### src/rtl/nrd_pkg.sv
// Shared definitions for the non-restoring sequential divider:
// default operand width, FSM state encoding and counter sizing.
package nrd_pkg;

    localparam int NRD_DEFAULT_N = 4;

    typedef enum logic [1:0] {
        IDLE = 2'd0,
        ITER = 2'd1,
        FIX  = 2'd2,
        ZERO = 2'd3
    } nrd_state_t;

    // Counter must be able to hold the value N itself, hence N+1 codes.
    function automatic int cnt_width(input int n);
        return $clog2(n + 1);
    endfunction

endpackage

### src/rtl/nrd_addsub.sv
// W-bit ripple-carry add/subtract unit: m=0 computes a+b, m=1 computes a-b.
// The final carry-out is not needed by the divider and is not produced.
module nrd_addsub #(
    parameter int W = 5
) (
    input  logic [W-1:0] a,
    input  logic [W-1:0] b,
    input  logic         m,
    output logic [W-1:0] sum
);

    logic [W-1:0] b_x;

    assign b_x = b ^ {W{m}};

    // Subtraction is a + ~b + 1, so the mode bit doubles as the carry-in.
    always_comb begin
        logic c;
        sum = '0;
        c   = m;
        for (int i = 0; i < W; i++) begin
            sum[i] = a[i] ^ b_x[i] ^ c;
            c      = (a[i] & b_x[i]) | (c & (a[i] ^ b_x[i]));
        end
    end

endmodule

### src/rtl/nrd_seq_divider.sv
// Sequential non-restoring unsigned divider, one quotient bit per cycle.
// Optional macro NRD_DIV_ZERO_CHECK_EN adds a one-cycle divide-by-zero path.
module nrd_seq_divider
    import nrd_pkg::*;
#(
    parameter int N = NRD_DEFAULT_N
) (
    input  logic         clk,
    input  logic         rst,
    input  logic         start,
    input  logic [N-1:0] dividend,
    input  logic [N-1:0] divisor,
    output logic         busy,
    output logic         done,
    output logic [N-1:0] quotient,
    output logic [N-1:0] remainder,
    output logic         div_by_zero
);

    localparam int CW = cnt_width(N);

    nrd_state_t    state_q, state_d;
    logic [N:0]    a_q;
    logic [N-1:0]  q_q;
    logic [N-1:0]  m_q;
    logic [CW-1:0] cnt_q;

    logic [N:0]    shift_a;
    logic [N:0]    as_a;
    logic [N:0]    as_b;
    logic          as_m;
    logic [N:0]    as_sum;

    // ITER feeds the shifted partial remainder; FIX reuses the unit as a plain adder.
    assign shift_a = {a_q[N-1:0], q_q[N-1]};
    assign as_a    = (state_q == FIX) ? a_q  : shift_a;
    assign as_m    = (state_q == FIX) ? 1'b0 : ~a_q[N];
    assign as_b    = {1'b0, m_q};

    nrd_addsub #(.W(N + 1)) u_addsub (
        .a   (as_a),
        .b   (as_b),
        .m   (as_m),
        .sum (as_sum)
    );

    always_ff @(posedge clk or posedge rst) begin
        if (rst) begin
            state_q <= IDLE;
        end else begin
            state_q <= state_d;
        end
    end

    always_comb begin
        state_d = state_q;
        case (state_q)
            IDLE: begin
`ifdef NRD_DIV_ZERO_CHECK_EN
                if (start) state_d = (divisor == '0) ? ZERO : ITER;
`else
                if (start) state_d = ITER;
`endif
            end
            ITER: begin
                if (cnt_q == CW'(1)) state_d = FIX;
            end
            FIX:     state_d = IDLE;
            default: state_d = IDLE;
        endcase
    end

    always_ff @(posedge clk or posedge rst) begin
        if (rst) begin
            a_q       <= '0;
            q_q       <= '0;
            m_q       <= '0;
            cnt_q     <= '0;
            busy      <= 1'b0;
            done      <= 1'b0;
            quotient  <= '0;
            remainder <= '0;
        end else begin
            done <= 1'b0;
            case (state_q)
                IDLE: begin
                    if (start) begin
                        a_q   <= '0;
                        q_q   <= dividend;
                        m_q   <= divisor;
                        cnt_q <= CW'(N);
                        busy  <= 1'b1;
                    end
                end
                ITER: begin
                    a_q   <= as_sum;
                    q_q   <= {q_q[N-2:0], ~as_sum[N]};
                    cnt_q <= cnt_q - CW'(1);
                end
                FIX: begin
                    // A negative final remainder is restored by one extra add.
                    if (a_q[N]) a_q <= as_sum;
                    quotient  <= q_q;
                    remainder <= a_q[N] ? as_sum[N-1:0] : a_q[N-1:0];
                    done      <= 1'b1;
                    busy      <= 1'b0;
                end
`ifdef NRD_DIV_ZERO_CHECK_EN
                ZERO: begin
                    quotient  <= '1;
                    remainder <= q_q;
                    done      <= 1'b1;
                    busy      <= 1'b0;
                end
`endif
                default: ;
            endcase
        end
    end

`ifdef NRD_DIV_ZERO_CHECK_EN
    always_ff @(posedge clk or posedge rst) begin
        if (rst) begin
            div_by_zero <= 1'b0;
        end else if (state_q == ZERO) begin
            div_by_zero <= 1'b1;
        end else if (state_q == FIX) begin
            div_by_zero <= 1'b0;
        end
    end
`else
    assign div_by_zero = 1'b0;
`endif

endmodule
### config.mk
export PLATFORM = sky130hd
export DESIGN_NAME = nrd_seq_divider
export DESIGN_NICKNAME = d
export VERILOG_FILES = /design/src/rtl/nrd_pkg.sv /design/src/rtl/nrd_addsub.sv /design/src/rtl/nrd_seq_divider.sv
export SDC_FILE = /design/constraint.sdc
export NUM_CORES = 1
export LEC_CHECK = 0
export CAP_MARGIN = 30
export CORE_ASPECT_RATIO = 0.8
export CORE_UTILIZATION = 45
export DETAILED_ROUTE_END_ITERATION = 8
export PLACE_DENSITY = 0.68
export SKIP_CTS_REPAIR_TIMING = 1
export SKIP_LAST_GASP = 1
export SYNTH_ARGS = -nofsm -noshare
export SYNTH_HDL_FRONTEND = slang
export SYNTH_SLANG_ARGS = --single-unit
### constraint.sdc
create_clock -name clk -period 3.6 [get_ports clk]
set_clock_uncertainty 0.05 [all_clocks]
set_input_delay 0.72 -clock clk [delete_from_list [all_inputs] [get_ports clk]]
set_output_delay 0.72 -clock clk [all_outputs]
set_load 0.02 [all_outputs]
Word-level counts from Yosys, hierarchy flattened:

Cells that the tools add are included.

* register bits after elaboration: 28
* input bits: 11
* output and inout port bits: 11

* add/subtract/negate cells: 1
* eq/ne operators: 6
* mux-type cells: 16
* bitwise logic cells: 25
* reduce and logical (&&, ||, !) cells: 10

Operator list (count)
* 5-bit two-way mux: 3
* 5-bit one-hot mux with 3 select lines: 1
* 2-bit AND reduction: 5
* 1-bit XOR: 10
* 1-bit AND: 8
* 4-bit two-way mux: 2
* 4-bit one-hot mux with 2 select lines: 1
* 2-bit != test, second input constant: 3
* 3-bit one-hot mux with 2 select lines: 1
* 4-bit by 5-bit XOR with 5-bit output: 1
* 2-bit two-way mux: 2
* 1-bit OR: 4
* 2-bit one-hot mux with 2 select lines: 1
* 2-bit nonzero test: 2
* 3-bit by 1-bit == test with 1-bit output, second input constant: 1
* 1-bit two-way mux: 3
* 3-bit two-way mux: 1
* 3-bit AND reduction: 1
* 3-bit nonzero test: 1
* 3-bit by 1-bit subtractor with 3-bit output, second input constant: 1
* 2-bit by 1-bit == test with 1-bit output, second input constant: 1
* 2-bit == test, second input constant: 1
* 2-bit logical NOT: 1
* 1-bit NOT: 2
* 1-bit one-hot mux with 2 select lines: 1

Depth between registers and ports, before layout:

Gate-level depths: netlist of run 1.

* depth in word-level cells: 15
* gate-level depth with buffers: 14
* depth with buffers taken out: 12

By module:

Synthesis of run 1 repeated with hierarchy kept, for this count alone.

* cell total of the unflattened synthesis: 137
* area, all modules: 1577.8 um^2

Modules (own cells, without submodules)
* nrd_seq_divider: times used 1, cells each 120, area an instance 1407.6 um^2, sequential area each 700.7 um^2
* nrd_addsub: times used 1, cells each 17, area an instance 170.2 um^2, sequential area each 0.0 um^2

Worst setup path after synthesis of run 1:

OpenSTA, ideal clock, no wires.

* kind: flip-flop to flip-flop
* from: register state_q[0]
* to: register a_q[4]
* setup time: 0.127 ns
* arrival: 2.971 ns
* required time: 3.423 ns
* setup slack: 0.452 ns
* cell stages (with the launch flop): 13
* buffers on the path: 1
* period minus slack after synthesis: 3.148 ns
* path through: dfrtp_1 > inv_1 > ha_1 > buf_2 > mux2_2 > fa_1 > fa_1 > inv_1 > fa_1 > xor2_1 > mux2i_1 > o22a_1 > o22ai_2

* word-level cells in the longest chain between the ends: 15
* elaborated cells on any way between the ends: 29
* those cells by class: 3 x eq/ne; 4 x mux; 19 x bitwise; 3 x reduce/logical

RTL lines
* start: declaration: line nrd_seq_divider.sv:22 `nrd_state_t state_q, state_d;`
* start signal: assignment: line nrd_seq_divider.sv:51 `state_q <= state_d;`
* 2-bit == test: line nrd_seq_divider.sv:36, nrd_seq_divider.sv:37, nrd_seq_divider.sv:85
* 1-bit two-way mux: line nrd_seq_divider.sv:37 `assign as_m = (state_q == FIX) ? 1'b0 : ~a_q[N];`
* 4-bit by 5-bit XOR with 5-bit output: line nrd_addsub.sv:14 `assign b_x = b ^ {W{m}};`
* 1-bit XOR: line nrd_addsub.sv:23 `c = (a[i] & b_x[i]) | (c & (a[i] ^ b_x[i]));`
* 1-bit AND: line nrd_addsub.sv:23
* 1-bit OR: line nrd_addsub.sv:23
* 1-bit AND: line nrd_addsub.sv:23
* 1-bit OR: line nrd_addsub.sv:23
* 1-bit AND: line nrd_addsub.sv:23
* 1-bit OR: line nrd_addsub.sv:23
* 1-bit AND: line nrd_addsub.sv:23
* 1-bit OR: line nrd_addsub.sv:23
* 1-bit XOR: line nrd_addsub.sv:22 `sum[i] = a[i] ^ b_x[i] ^ c;`
* 5-bit two-way mux: line nrd_seq_divider.sv:102 `if (a_q[N]) a_q <= as_sum;`
* 5-bit one-hot mux with 3 select lines: line nrd_seq_divider.sv:85 `case (state_q)`
* end signal: assignment: line nrd_seq_divider.sv:96 `a_q <= as_sum;`
* end signal: assignment: line nrd_seq_divider.sv:102
* end: declaration: line nrd_seq_divider.sv:23 `logic [N:0] a_q;`

Several ways; a longest one is shown, not always the timed one. The select of a mux whose other input is x is not followed.
A chain may end at the register's enable or synchronous reset.

Final worst setup path of run 1:

Same ends and word-level chain as after synthesis.

==> impl_metrics.ini, run 1 <==
[pwr]
cellPowerDensity_nw_per_um2 = 977
cellLeakagePower_nw = 0.761
peak_ir_drop_on_the_vdd_network_v = 0.000440

[place]
place_area_um2 = 1750
gp_congestion = 0.787
dpl.hpwl_mm = 2.23
io_buffer_count = 20

[global_routing]
grt_remaining_overflow = 0
gr-usage-met2_pct = 31.0
grt_use_met1_pct = 25.7
busiest_layer_in_global_routing = met2
global_route.usage.total_pct = 18.9
grt_first_pass_wirelength_mm = 4.90
grt_use_met3_pct = 4.66
grt_max_degree = 19
initial_antenna_violation_count = 0
grt_pass1_vias = 1016

[job]
cap_violations = 0

[finish]
area_delta_synth_final_pct = 21.3
layout.nets = 178
utilization_pct = 58.2
antennaDiodeCount = 0
multi_input_area_um2 = 726
layout.area.seq_um2 = 701
final_layout_size_suffix_gt1_share_pct = 13.4
final_design_area_no_fill_um2 = 1820
filler_cell_count = 278

[critical_path]
critPathMaxFanout = 18
endpoint_kind = flip-flop
timing.setup.critical_path_class = reg2reg
startpoint_type = flip-flop
timing.critical_path.required_ps = 3710
arrival_ps = 3350

[timing]
unrepaired_setup_endpoints_after_global_routing = no
max_freq_mhz = 309
setup_viol = 0
total_count_of_max_transition_violations_in_the_final_report = 0
worst_max_slew_pin_slew_ps = 622
timing.final.crit_period_ps = 3240
slew_headroom_pct = 58.5
fraction_of_the_cycle_the_final_worst_path_needs_pct = 89.9
hold_slack_ps = 471
setup_tns_ps = 0
timing.final.hold_violations = 0

[synthesis]
postSynthNetCount = 158
synth_seq_area_share_pct = 46.7
yosys.cell_types.count = 30
syn_avg_cell_area_um2 = 10.9
synth_cells = 138
yosys.area.top_type_share_pct = 46.7
ys_top_cells_by_area = dfrtp_1 (47%), mux2_2 (8.2%), ha_1 (5.0%), mux2i_1 (4.7%), fa_1 (4.0%)
synth_area_um2 = 1500
post_synthesis_cell_type_with_the_largest_combined_area = dfrtp_1
synth_seq_cells = 28
ys.warnings.count = 0

[clocking]
cts.path.max_buffers = 2
cts_made_buffers = 3
clock_tree_from_tritoncts = yes
source_to_sink_clock_delay_at_the_later_pin_of_the_worst_skew_pair_ps = 270
clock_sink_count = 28
clk_transition_reported_paths_ps = 90
clk_root_buffer_cell = clkbuf_8
ctsHtreeMaxLevel = 1

[routing]
routed_wirelength_mm = 2.97
drt-pass1-iter-count = 4
via_count = 1055
post_drt_via_cell_ratio = 5.36
final_antenna_net_count = 0
post-route-drc-count = 0
detail_route.iter0.violations = 38
avgRoutedWirePerCell_um = 15.1

[status]
outcome = finished, final reports clean

[floorplan]
die_w_um = 66.6
placement_rows = 18
die_h_um = 53.7
initial_core_util_pct = 48.0
floorplan.core_area_um2 = 3130
pin_count = 22
floorplan.die_area_um2 = 3570

[min_path]
hold_path.class = reg2reg
[cells in the final DEF (no fill, tap or decap), types with 5 or more instances in the layout]
cell,count
o22ai_1,5
clkdlybuf4s50_1,20
inv_1,10
ha_1,6
nor2_1,10
a21oi_1,11
dfrtp_1,28
o21ai_0,5
mux2_2,11
mux2i_1,7
nand2_1,5
[worst max-delay path: stages, from the launching register on]
cell     delay [ps]
dfrtp_1         420
inv_1           100
ha_1            300
buf_4           290
o21ai_0         160
fa_1            410
fa_1            360
inv_1            80
fa_1            220
xor2_1          260
mux2i_1         220
o22a_1          160
o22ai_2          60
[through the flow]
stage          setup slack, ps  power [mW]  cells
6_report                   364        1.78    197
2_1_floorplan              452        1.26    138
5_1_grt                    152        1.92    197
4_1_cts                    370        1.80    197
3_3_place_gp               545        1.49    192
3_5_place_dp               376        1.54    193
[synthesized netlist by cell type]
cell type,number
nor2_1,10
o22ai_2,1
mux2_2,11
nor3b_1,1
o22ai_1,5
nand3b_1,1
and2b_1,1
a21oi_1,11
buf_2,6
o21ai_1,1
inv_1,10
ha_1,6
a22o_1,4
xnor2_1,3
fa_1,3
nand2b_1,2
xor2_1,4
o21ai_2,1
nor2_2,2
dfrtp_1,28
o32ai_1,2
conb_1,1
mux2i_1,7
o22a_1,1
nand3_1,3
nand2_1,5
a21boi_0,1
a31oi_1,1
buf_4,1
o21ai_0,5
[report_power, final]
| part | internal (mW) | leakage [nW] | switching, mW | total, mW |
|---|---|---|---|---|
| Sequential | 0.452 | 0.333 | 0.115 | 0.567 |
| Combinational | 0.450 | 0.393 | 0.517 | 0.967 |
| Clock | 0.149 | 0.0357 | 0.0959 | 0.245 |
[kinds of logic (layout without fill, tap and decap cells)]
family / count (synthesis) / in the layout / share of synthesized area (%)
buffers and inverters: 17 / 36 / 5.00
DFF: 28 / 28 / 46.7
other: 1 / 1 / 0.250
and+or+nand+nor: 25 / 25 / 7.92
xor gates and xnor gates: 7 / 7 / 4.08
adders and majority gates: 9 / 9 / 9.00
muxes: 18 / 18 / 12.9
AOI/OAI and AO/OA: 33 / 33 / 14.2
[layer usage]
metal  routed length, um  part of all wire, %
met2                1370                   46
met1                1470                   49
met4                  18                 0.61
met3                 117                  3.9
met5                   0                    0
[state kept, by name (all words and copies together) (netlist names)]
register	cells
a_q	5
busy	1
cnt_q	3
done	1
m_q	4
q_q	4
quotient	4
remainder	4
state_q	2
[worst paths after layout]
path	slack (ps)	depth (start not counted)	end	from
min in group asynchronous	760	2	m_q[1]$_DFFE_PP0P_	rst
setup / recovery	360	12	a_q[4]$_DFFE_PP0P_	state_q[0]$_DFFE_PP0P_
hold reg to reg	470	1	remainder[3]$_DFFE_PP0P_	remainder[3]$_DFFE_PP0P_
hold / removal	470	1	remainder[3]$_DFFE_PP0P_	remainder[3]$_DFFE_PP0P_
max in group asynchronous	2250	3	state_q[1]$_DFFE_PP0P_	rst
setup reg to reg	360	12	a_q[4]$_DFFE_PP0P_	state_q[0]$_DFFE_PP0P_
[cell type report]
class                           count  share of cell area, %
Clock buffer                        3                   2.27
Clock inverter                      1                   1.65
Inverter                           10                   2.06
Multi-Input combinational cell     93                   39.9
Sequential cell                    28                   38.5
Tap cell                           40                   2.75
Timing Repair Buffer               22                   12.9
Note: power is estimated with default switching activity, not from simulation.
==> inputs of run 2 (changes only) <==
--- a/config.mk
+++ b/config.mk
@@ -7,9 +7,9 @@
 export LEC_CHECK = 0
 export CAP_MARGIN = 30
 export CORE_ASPECT_RATIO = 0.8
-export CORE_UTILIZATION = 45
+export CORE_UTILIZATION = 53
 export DETAILED_ROUTE_END_ITERATION = 8
-export PLACE_DENSITY = 0.68
+export PLACE_DENSITY = 0.78
 export SKIP_CTS_REPAIR_TIMING = 1
 export SKIP_LAST_GASP = 1
 export SYNTH_ARGS = -nofsm -noshare
==> impl_metrics.ini, run 2 (same netlist as run 1, synthesis figures left out) <==
[critical_path]
timing.critical_path.required_ps = 3770
endpoint_kind = flip-flop
timing.setup.critical_path_class = reg2reg
critPathMaxFanout = 4
arrival_ps = 3400
startpoint_type = flip-flop

[routing]
via_count = 1090
post-route-drc-count = 0
final_antenna_net_count = 0
routed_wirelength_mm = 2.89
drt-pass1-iter-count = 4
avgRoutedWirePerCell_um = 14.9
post_drt_via_cell_ratio = 5.62
detail_route.iter0.violations = 50

[timing]
setup_viol = 0
slew_headroom_pct = 61.5
max_freq_mhz = 310
timing.final.hold_violations = 0
setup_tns_ps = 0
unrepaired_setup_endpoints_after_global_routing = no
worst_max_slew_pin_slew_ps = 576
total_count_of_max_transition_violations_in_the_final_report = 0
timing.final.crit_period_ps = 3230
fraction_of_the_cycle_the_final_worst_path_needs_pct = 89.6

[finish]
multi_input_area_um2 = 726
antennaDiodeCount = 0
filler_cell_count = 217
largest-register = a_q
largest_register_ffs = 5
layout.nets = 179
layout.area.seq_um2 = 701
area_delta_synth_final_pct = 18.2
utilization_pct = 69.3
layout.cells.most_common = dfrtp_1
layout.cells.most_common_list = dfrtp_1 (28), clkdlybuf4s50_1 (20), a21oi_1 (11), mux2_2 (11)
finish.cell_count_without_fillers = 194
final_layout_size_suffix_gt1_share_pct = 13.9

[pwr]
cellPowerDensity_nw_per_um2 = 948
total_power_mw = 1.68
cellLeakagePower_nw = 0.747
peak_ir_drop_on_the_vdd_network_v = 0.000458

[clocking]
source_to_sink_clock_delay_at_the_later_pin_of_the_worst_skew_pair_ps = 340
clk_transition_reported_paths_ps = 160
cts.path.max_buffers = 2
ctsHtreeMaxLevel = 1
clk_root_buffer_cell = clkbuf_4
cts_made_buffers = 3
clock_sink_count = 28
clock_tree_from_tritoncts = yes

[global_routing]
grt_pass1_vias = 1080
grt_remaining_overflow = 0
grt_max_degree = 16
global_route.usage.total_pct = 22.5
grt_first_pass_wirelength_mm = 4.98
initial_antenna_violation_count = 0

[place]
io_buffer_count = 20
dpl.cell_count = 190
gp_congestion = 0.832
dpl.hpwl_mm = 2.18

[floorplan]
pin_count = 22
floorplan.die_area_um2 = 3050
floorplan.core_area_um2 = 2560
initial_core_util_pct = 58.6
die_h_um = 49.6
placement_rows = 16
die_w_um = 61.5

[job]
cap_violations = 0

[min_path]
hold_path.class = reg2reg

[status]
outcome = finished, final reports clean
[run 2: cell count changes in the layout (fill, tap and decap cells not counted), sizes merged]
cell    before  now
buf          2    3
bufinv       1    0
clkbuf       3    4
[run 2: path summary, 6_finish.rpt]
| kind | from | to | slack [ps] | cells after the start |
|---|---|---|---|---|
| max reg2reg | state_q[0]$_DFFE_PP0P_ | a_q[4]$_DFFE_PP0P_ | 370 | 12 |
| min in group asynchronous | rst | q_q[0]$_DFFE_PP0P_ | 670 | 2 |
| min reg2reg | quotient[1]$_DFFE_PP0P_ | quotient[1]$_DFFE_PP0P_ | 480 | 1 |
| max in group asynchronous | rst | a_q[4]$_DFFE_PP0P_ | 2330 | 3 |
| max | state_q[0]$_DFFE_PP0P_ | a_q[4]$_DFFE_PP0P_ | 370 | 12 |
| min | quotient[1]$_DFFE_PP0P_ | quotient[1]$_DFFE_PP0P_ | 480 | 1 |
[run 2: final cells by class]
cell class	instances	share of cell area, %
Multi-Input combinational cell	93	40.9
Sequential cell	28	39.5
Timing Repair Buffer	23	13.0
Tap cell	36	2.54
Inverter	10	2.11
Clock buffer	4	2.04
[run 2: power by group]
part / switching [mW] / internal, mW / total (mW)
clock: 0.0936 / 0.0620 / 0.156
combinational: 0.519 / 0.448 / 0.967
sequential: 0.109 / 0.451 / 0.559
total: 0.721 / 0.961 / 1.68
[run 2: metal layers]
| layer | GRT usage (%) | vias up | part of all wire (%) |
|---|---|---|---|
| met1 | 30.5 | 528 | 46 |
| met5 | 0 | - | 0 |
| met2 | 35.7 | 39 | 47 |
| met3 | 6.04 | 2 | 5.6 |
| met4 | 5.56 | 0 | 0.66 |
| li1 | - | 521 | - |
[run 2: per-stage QoR]
stage | setup slack, ps | instance area, um^2 | hold WS, ps
6_report | 374 | 1780 | 482
5_1_grt | 268 | 1780 | 497
4_1_cts | 400 | 1780 | 488
3_5_place_dp | 421 | 1740 | 446
3_3_place_gp | 644 | 1720 | 445
2_1_floorplan | 452 | 1500 | 439
[run 2: worst max-delay path: stages, from the launching register on]
cell and delay (ps):
dfrtp_1 430, inv_1 80, ha_1 260, nor2_1 300, xor2_1 160, fa_1 420
fa_1 360, inv_1 80, fa_1 230, xor2_1 280, mux2i_1 220, o22a_1 170
o22ai_2 60
==> inputs of run 3 (changes only) <==
--- a/config.mk
+++ b/config.mk
@@ -7,9 +7,9 @@
 export LEC_CHECK = 0
 export CAP_MARGIN = 30
 export CORE_ASPECT_RATIO = 0.8
-export CORE_UTILIZATION = 53
+export CORE_UTILIZATION = 25
 export DETAILED_ROUTE_END_ITERATION = 8
-export PLACE_DENSITY = 0.78
+export REMOVE_ABC_BUFFERS = 1
 export SKIP_CTS_REPAIR_TIMING = 1
 export SKIP_LAST_GASP = 1
 export SYNTH_ARGS = -nofsm -noshare
==> impl_metrics.ini, run 3 (same netlist as run 1, synthesis figures left out) <==
[clocking]
clock_tree_from_tritoncts = yes
clock_sink_count = 28
cts_made_buffers = 3
cts.path.max_buffers = 2
source_to_sink_clock_delay_at_the_later_pin_of_the_worst_skew_pair_ps = 270
clk_root_buffer_cell = clkbuf_8
clk_transition_reported_paths_ps = 100
ctsHtreeMaxLevel = 1

[finish]
area_delta_synth_final_pct = 23.6
largest_register_ffs = 5
finish.cell_count_without_fillers = 236
final_layout_size_suffix_gt1_share_pct = 13.9
layout.nets = 179
antennaDiodeCount = 0
largest-register = a_q
filler_cell_count = 579
layout.cells.most_common = dfrtp_1
utilization_pct = 33.0
layout.cells.most_common_list = dfrtp_1 (28), clkdlybuf4s50_1 (20), a21oi_1 (11), mux2_2 (11)

[critical_path]
timing.critical_path.from = state_q[0]$_DFFE_PP0P_
cp-endpoint = a_q[4]$_DFFE_PP0P_
setup.reg_to_reg.worst_slack_ps = 490
startpoint_type = flip-flop
crit-reg2reg-capture = a_q[4]$_DFFE_PP0P_
timing.critical_path.required_ps = 3710
timing.setup.critical_path_class = reg2reg
arrival_ps = 3220
reg2reg_depth = 12
endpoint_kind = flip-flop
timing.rr.start = state_q[0]$_DFFE_PP0P_
critPathMaxFanout = 4

[min_path]
hold_path.class = reg2reg

[pwr]
cellPowerDensity_nw_per_um2 = 951
cellLeakagePower_nw = 0.759
peak_ir_drop_on_the_vdd_network_v = 0.000392
total_power_mw = 1.76

[floorplan]
placement_rows = 24
floorplan.die_area_um2 = 6320
die_h_um = 71.3
floorplan.core_area_um2 = 5620
pin_count = 22
initial_core_util_pct = 26.7
die_w_um = 88.6

[job]
cap_violations = 0

[timing]
fraction_of_the_cycle_the_final_worst_path_needs_pct = 86.4
setup_viol = 0
timing.final.hold_violations = 0
total_count_of_max_transition_violations_in_the_final_report = 0
max_freq_mhz = 322
setup_tns_ps = 0
timing.final.crit_period_ps = 3110
unrepaired_setup_endpoints_after_global_routing = no

[routing]
post-route-drc-count = 0
routed_wirelength_mm = 2.97
post_drt_via_cell_ratio = 4.38
final_antenna_net_count = 0
avgRoutedWirePerCell_um = 12.6
drt-pass1-iter-count = 4
via_count = 1033
detail_route.iter0.violations = 59

[global_routing]
grt_remaining_overflow = 0
grt_pass1_vias = 1014
grt_max_degree = 29
initial_antenna_violation_count = 0
global_route.usage.total_pct = 10.6
grt_first_pass_wirelength_mm = 5.18

[status]
outcome = finished, final reports clean

[place]
dpl.cell_count = 232
gp_congestion = 0.789
io_buffer_count = 20
dpl.hpwl_mm = 2.18
## run 3: cell types whose count changed in the layout (fill, tap and decap cells not counted)
cell       before  now
bufinv_16       0    1
buf_8           1    0
clkbuf_8        1    3
buf_4           2    3
clkbuf_4        3    0
## run 3: where the power goes
group,switching [mW],internal (mW)
combinational,0.507,0.447
sequential,0.110,0.452
clock,0.0992,0.149
total,0.717,1.05
## run 3: worst min-delay path by stage
stage | startpoint | to | slack, ps | cells past startpoint
floorplan | cnt_q[1]$_DFFE_PP0P_ | cnt_q[1]$_DFFE_PP0P_ | 440 | 2
detailed placement | quotient[3]$_DFFE_PP0P_ | quotient[3]$_DFFE_PP0P_ | 450 | 1
global placement | quotient[3]$_DFFE_PP0P_ | quotient[3]$_DFFE_PP0P_ | 440 | 1
CTS | quotient[3]$_DFFE_PP0P_ | quotient[3]$_DFFE_PP0P_ | 470 | 1
finish | quotient[3]$_DFFE_PP0P_ | quotient[3]$_DFFE_PP0P_ | 460 | 1
global route | quotient[3]$_DFFE_PP0P_ | quotient[3]$_DFFE_PP0P_ | 480 | 1
## run 3: stage by stage
stage	worst slack, ps	area [um^2]	hold slack [ps]
after floorplan	262	1460	439
after global placement	622	1780	444
after detailed placement	470	1780	448
after CTS	462	1860	472
after global routing	285	1860	484
final	490	1860	464
## run 3: cell type report
| class | instances | area [um^2] | area share [%] |
|---|---|---|---|
| Multi-Input combinational cell | 93 | 726 | 39.1 |
| Sequential cell | 28 | 701 | 37.8 |
| Timing Repair Buffer | 23 | 223 | 12.0 |
| Tap cell | 78 | 97.6 | 5.26 |
| Clock buffer | 3 | 41.3 | 2.23 |
| Inverter | 10 | 37.5 | 2.02 |
| Clock inverter | 1 | 30.0 | 1.62 |
## run 3: metal layers
| layer | up-vias | track usage [%] | wire, um |
|---|---|---|---|
| met5 | - | 0 | 0 |
| met4 | 0 | 1.61 | 12 |
| met3 | 2 | 2.88 | 149 |
| met2 | 23 | 14.6 | 1180 |
| met1 | 492 | 16.7 | 1630 |
| li1 | 516 | - | - |
## run 3: critical path: stages (launching register included)
cell     delay, ps
dfrtp_1        420
inv_1           90
ha_1           240
nor2_1         270
xor2_1         140
fa_1           430
fa_1           360
inv_1           80
fa_1           220
xor2_1         270
mux2i_1        220
o22a_1         160
o22ai_2         50
